### config.mk
export PLATFORM = sky130hd
export DESIGN_NAME = sel_unit_pipe
export DESIGN_NICKNAME = d
export VERILOG_FILES = /design/src/rtl/sel_unit_pipe.sv
export SDC_FILE = /design/constraint.sdc
export NUM_CORES = 1
export LEC_CHECK = 0
export BUFFER_PORTS_ARGS = -buffer_cell sky130_fd_sc_hd__clkbuf_2
export CORE_ASPECT_RATIO = 0.7
export CORE_MARGIN = 2
export CORE_UTILIZATION = 34
export DETAILED_ROUTE_END_ITERATION = 7
export GPL_TIMING_DRIVEN = 0
export SLEW_MARGIN = 25
export SYNTH_ARGS = -nofsm -noshare
export SYNTH_HDL_FRONTEND = slang
export SYNTH_SLANG_ARGS = --single-unit
### constraint.sdc
create_clock -name clk -period 2.39 [get_ports clk]
set_input_delay 0.1195 -clock clk [delete_from_list [all_inputs] [get_ports clk]]
set_output_delay 0.1195 -clock clk [all_outputs]
set_load 0.02 [all_outputs]
### src/rtl/sel_unit_pipe.sv
// Two-stage valid/ready lane-select unit: DEMUX, priority encode, decode or zero per transaction,
// with a saturating counter of priority-encode requests that found no set bit.
module sel_unit_pipe #(
  parameter  int SEL_W = 3,
  parameter  int CNT_W = 8,
  localparam int N     = 2 ** SEL_W
) (
  input  logic             clk,
  input  logic             rst_n,
  input  logic             in_valid,
  output logic             in_ready,
  input  logic [1:0]       in_mode,
  input  logic             in_en,
  input  logic             in_d,
  input  logic [SEL_W-1:0] in_sel,
  input  logic [N-1:0]     in_vec,
  output logic             out_valid,
  input  logic             out_ready,
  output logic [N-1:0]     out_data,
  output logic             out_hit,
  output logic [1:0]       out_mode,
  input  logic             clr_cnt,
  output logic [CNT_W-1:0] err_cnt
);

  typedef enum logic [1:0] {
    MODE_DEMUX = 2'd0,
    MODE_PENC  = 2'd1,
    MODE_DEC   = 2'd2,
    MODE_ZERO  = 2'd3
  } mode_e;

  logic             s1_v_q, s2_v_q;
  mode_e            s1_mode_q, s2_mode_q;
  logic             s1_en_q, s1_d_q;
  logic [SEL_W-1:0] s1_sel_q;
  logic [N-1:0]     s1_vec_q;
  logic [N-1:0]     s2_data_q, res_data;
  logic             s2_hit_q, res_hit;
  logic [CNT_W-1:0] err_cnt_q, err_cnt_d;
  logic             s1_adv, s2_adv, accept;

  assign s2_adv   = !s2_v_q || out_ready;
  assign s1_adv   = !s1_v_q || s2_adv;
  assign in_ready = s1_adv;
  assign accept   = in_valid && in_ready;

  // Result is computed from the S1 fields, so S2 only registers finished data.
  always_comb begin
    // NOTE: every output of a combinational block gets a default first, so no path leaves a latch.
    res_data = '0;
    res_hit  = 1'b0;
    case (s1_mode_q)
      MODE_DEMUX: res_data[s1_sel_q] = s1_en_q & s1_d_q;
      MODE_PENC: begin
        res_hit = |s1_vec_q;
        for (int i = 0; i < N; i++) begin
          if (s1_vec_q[i]) res_data = N'(i);
        end
      end
      MODE_DEC:  res_data[s1_sel_q] = s1_en_q;
      default:   res_data = '0;
    endcase
  end

  always_comb begin
    err_cnt_d = err_cnt_q;
    if (clr_cnt) begin
      err_cnt_d = '0;
    end else if (s2_v_q && out_ready && (s2_mode_q == MODE_PENC) && !s2_hit_q && !(&err_cnt_q)) begin
      err_cnt_d = err_cnt_q + CNT_W'(1);
    end
  end

  // NOTE: all state updates use non-blocking assignments so every register samples pre-edge values.
  always_ff @(posedge clk or negedge rst_n) begin
    if (!rst_n) begin
      s1_v_q    <= 1'b0;
      s1_mode_q <= MODE_DEMUX;
      s1_en_q   <= 1'b0;
      s1_d_q    <= 1'b0;
      s1_sel_q  <= '0;
      s1_vec_q  <= '0;
    end else if (s1_adv) begin
      s1_v_q <= in_valid;
      if (accept) begin
        s1_mode_q <= mode_e'(in_mode);
        s1_en_q   <= in_en;
        s1_d_q    <= in_d;
        s1_sel_q  <= in_sel;
        s1_vec_q  <= in_vec;
      end
    end
  end

  // Result fields only change when a new transaction moves in, so a stalled output stays put.
  always_ff @(posedge clk or negedge rst_n) begin
    if (!rst_n) begin
      s2_v_q    <= 1'b0;
      s2_data_q <= '0;
      s2_hit_q  <= 1'b0;
      s2_mode_q <= MODE_DEMUX;
    end else if (s2_adv) begin
      s2_v_q <= s1_v_q;
      if (s1_v_q) begin
        s2_data_q <= res_data;
        s2_hit_q  <= res_hit;
        s2_mode_q <= s1_mode_q;
      end
    end
  end

  always_ff @(posedge clk or negedge rst_n) begin
    if (!rst_n) err_cnt_q <= '0;
    else        err_cnt_q <= err_cnt_d;
  end

  assign out_valid = s2_v_q;
  assign out_data  = s2_data_q;
  assign out_hit   = s2_hit_q;
  assign out_mode  = s2_mode_q;
  assign err_cnt   = err_cnt_q;

endmodule

==> out/qor.yml <==
logic_synthesis:
  synth_xor_area_frac: 0.01593
  synth_area_um2: 1649
  yosysWarnings: 0
  yosysSeqAreaShare: 0.5463
  synthSimpleGateAreaFrac: 0.1768
  yosys.area_share.adder: 0.007587
  yosys_register_bits: 36
  syn-instance-count: 145
  syn_area_per_cell_um2: 11.37
  synth_cell_types: 40
  synth_nets: 166
  synth_compound_area_frac: 0.1184
  synth_top_family_by_area: "simple AND/OR/NAND/NOR gates"
  muxShareOfSynthArea: 0.1153
sta:
  timing.fmax_mhz: 585.8
  slew_headroom: 0.4097
  skew_ns: 0.002949
  finalSetupViolations: 0
  fin_crit_sh: 0.7143
  slew_violations: 0
  finalHoldViolCount: 0
  timing.setup.tns_ns: 0
  worstMarginPinSlew_ns: 0.8855
  timing.hold.ws_ns: 0.04914
  min_period_ns: 1.707
  rsz0062_at_grt: "false"
floorplan:
  start_util: 0.3487
  coreArea_um2: 4730
  rows: 21
  io_pins: 41
  die_area_um2: 5432
  die_h_um: 62.27
  die_width_um: 87.24
setup_path:
  critPathKind: "flop to flop"
  regToRegEndpoint: "s1_sel_q[0]"
  cp.required_ns: 2.56
  crit_chain: "nand3b_1 > nand2_1 > buf_2 > mux2_2"
  rr_worst_depth: 4
  cp_top_family: "flip-flops"
  r2r_start: "out_valid"
  end_kind: "flop"
  slowest_delay_ns: 0.48
  crit_slowest_cell: "dfrtp_1"
  reg2reg_slack_ns: 0.68
  critPathBufInv: 1
  worstPathMaxFanout: 10
  cp.arrival_ns: 1.88
  cp-start-kind: "flop"
global_route:
  antenna_found_initial: 0
  grt_start_max_net_pins: 37
  gr-total-overflow: 0
  grtUsageTotal: 0.1399
  grt_pass1_vias: 1183
  grt_pass1_wl_um: 5892
finish:
  areaGrowthSynthToFinish_pct: 22.23
  stdcell_area_um2: 2016
  drive_gt1_frac: 0.3472
  final_nets: 213
  nFillCells: 479
  stdcell_count: 250
  n_antenna_cell: 0
detailed_routing:
  ant_nets: 0
  first_pass_iters: 4
  vias_per_cell: 5.092
  dr.first_iter.drc_count: 97
  drcViolationCount: 0
  wl_per_cell_um: 13.89
  via_count: 1273
  routed_wl_um: 3472
placed_design:
  place.port_buffers: 39
  hpwl_um: 2583
  place_congestion: 0.7967
  placed_cell_area_um2: 1916
  placedCellCount: 241
clock_tree:
  hold_buffers: 1
  post_cts_resized: 0
  cts_root_buf: "clkbuf_8"
  htreeDepth: 2
  clkTransAtPathRegs_ns: 0.07
  clock_latency_ns: 0.28
  cts_sinks: 36
  numCtsBuffers: 5
  cts_setup_buffers: 0
  clockBufferDepth: 2
  tritoncts: "built"
power_and_ir_drop:
  total_power_uw: 1449
  ir_drop_mv: 0.2285
  power_density_nw_per_um2: 718.8
  p_leak_uw: 0.0009345
hold_path:
  hold_end: "s1_v_q"
  min_path_cells: 2
  holdCritStartpoint: "in_valid"
  hp-class: "input pin to flop"
status:
  status: "complete, no violations"
job:
  drv_cap: 0
cells in the final DEF, fill, tap and decap left out, drive strengths merged, types with 3 or more instances in the layout:
cell    count
nor4        3
dfrtp      36
a311oi      3
buf         3
clkbuf     47
nand2b      4
nand2      14
inv         5
mux2       16
o21ai       6
nor2       13
a21oi       7
cells by family after synthesis:
logic type	after synthesis
xor+xnor	3
buf+inv	8
mux	17
simple gates	53
compound gates	27
fa+ha+maj	1
flops	36
metrics by stage:
stage	setup WS, ns	utilization
after floorplan	0.6291	-
after global placement	0.6807	0.4050
after detailed placement	0.6796	0.4050
after CTS	0.6579	0.4262
after global routing	0.5540	0.4262
final	0.6828	0.4262
worst max-delay path by stage:
stage,cells past startpoint,slack (ns),endpoint,startpoint
floorplan,4,0.63,s1_d_q,out_valid
global placement,4,0.68,s1_vec_q[6],out_valid
detailed placement,4,0.68,s1_vec_q[5],out_valid
CTS,4,0.66,s1_vec_q[5],out_valid
global route,4,0.55,s1_d_q,out_valid
finish,4,0.68,s1_sel_q[0],out_valid
where the power goes:
group          internal (uW)  leakage (uW)  switching (uW)
Sequential               678      0.000453            70.0
Combinational            120      0.000437             143
Clock                    235     0.0000455             203
cell type report:
class / count / area (um2) / area share
Tap cell: 57 / 71.32 / 0.03538
Sequential cell: 36 / 900.9 / 0.4469
Clock buffer: 8 / 90.09 / 0.04469
Timing Repair Buffer: 40 / 205.2 / 0.1018
Multi-Input combinational cell: 101 / 715.7 / 0.3551
Buffer: 3 / 13.76 / 0.006828
Inverter: 5 / 18.77 / 0.009311
layer usage:
layer,up-vias,wire length (um),GRT usage
met3,5,169,0.03989
met2,30,1421,0.1761
li1,626,-,-
met5,-,0,0
met1,612,1849,0.2272
met4,0,33,0.04038
synth_stat cells:
master	number	area share
xor2_1	1	0.0053
o32a_1	1	0.0061
nand3_1	2	0.0061
nand2_1	14	0.032
nand3b_1	1	0.0046
xnor2_1	2	0.011
a211o_2	1	0.0061
nand2b_1	3	0.011
buf_1	1	0.0023
nor2_1	13	0.030
or3_1	1	0.0038
a21oi_1	7	0.021
o21ai_0	6	0.018
o31a_1	1	0.0053
and4_1	1	0.0053
nor2b_1	1	0.0038
nand4b_1	2	0.011
a311oi_1	3	0.016
or4_1	1	0.0046
nand4_1	2	0.0076
mux2i_1	1	0.0061
nand2b_4	1	0.0083
nor4_1	3	0.011
mux2_2	16	0.11
o31ai_1	1	0.0046
nand3b_4	1	0.012
and3_1	2	0.0076
a221o_1	1	0.0061
or2b_1	1	0.0046
or2_0	1	0.0038
inv_1	5	0.011
dfrtp_1	36	0.55
a21o_1	1	0.0046
o41ai_1	2	0.011
nor3_1	2	0.0061
ha_1	1	0.0076
a2111oi_2	1	0.0091
o2111ai_1	2	0.011
buf_2	2	0.0061
and2_1	1	0.0038
state kept, by name (all words and copies together) (netlist names):
register	cells
s1_vec_q	8
out_mode	2
s1_sel_q	3
out_hit	1
s1_mode_q	2
out_valid	1
s1_d_q	1
out_data	8
s1_en_q	1
err_cnt	8
s1_v_q	1
No activity file was read; power rests on OpenSTA's default activity.
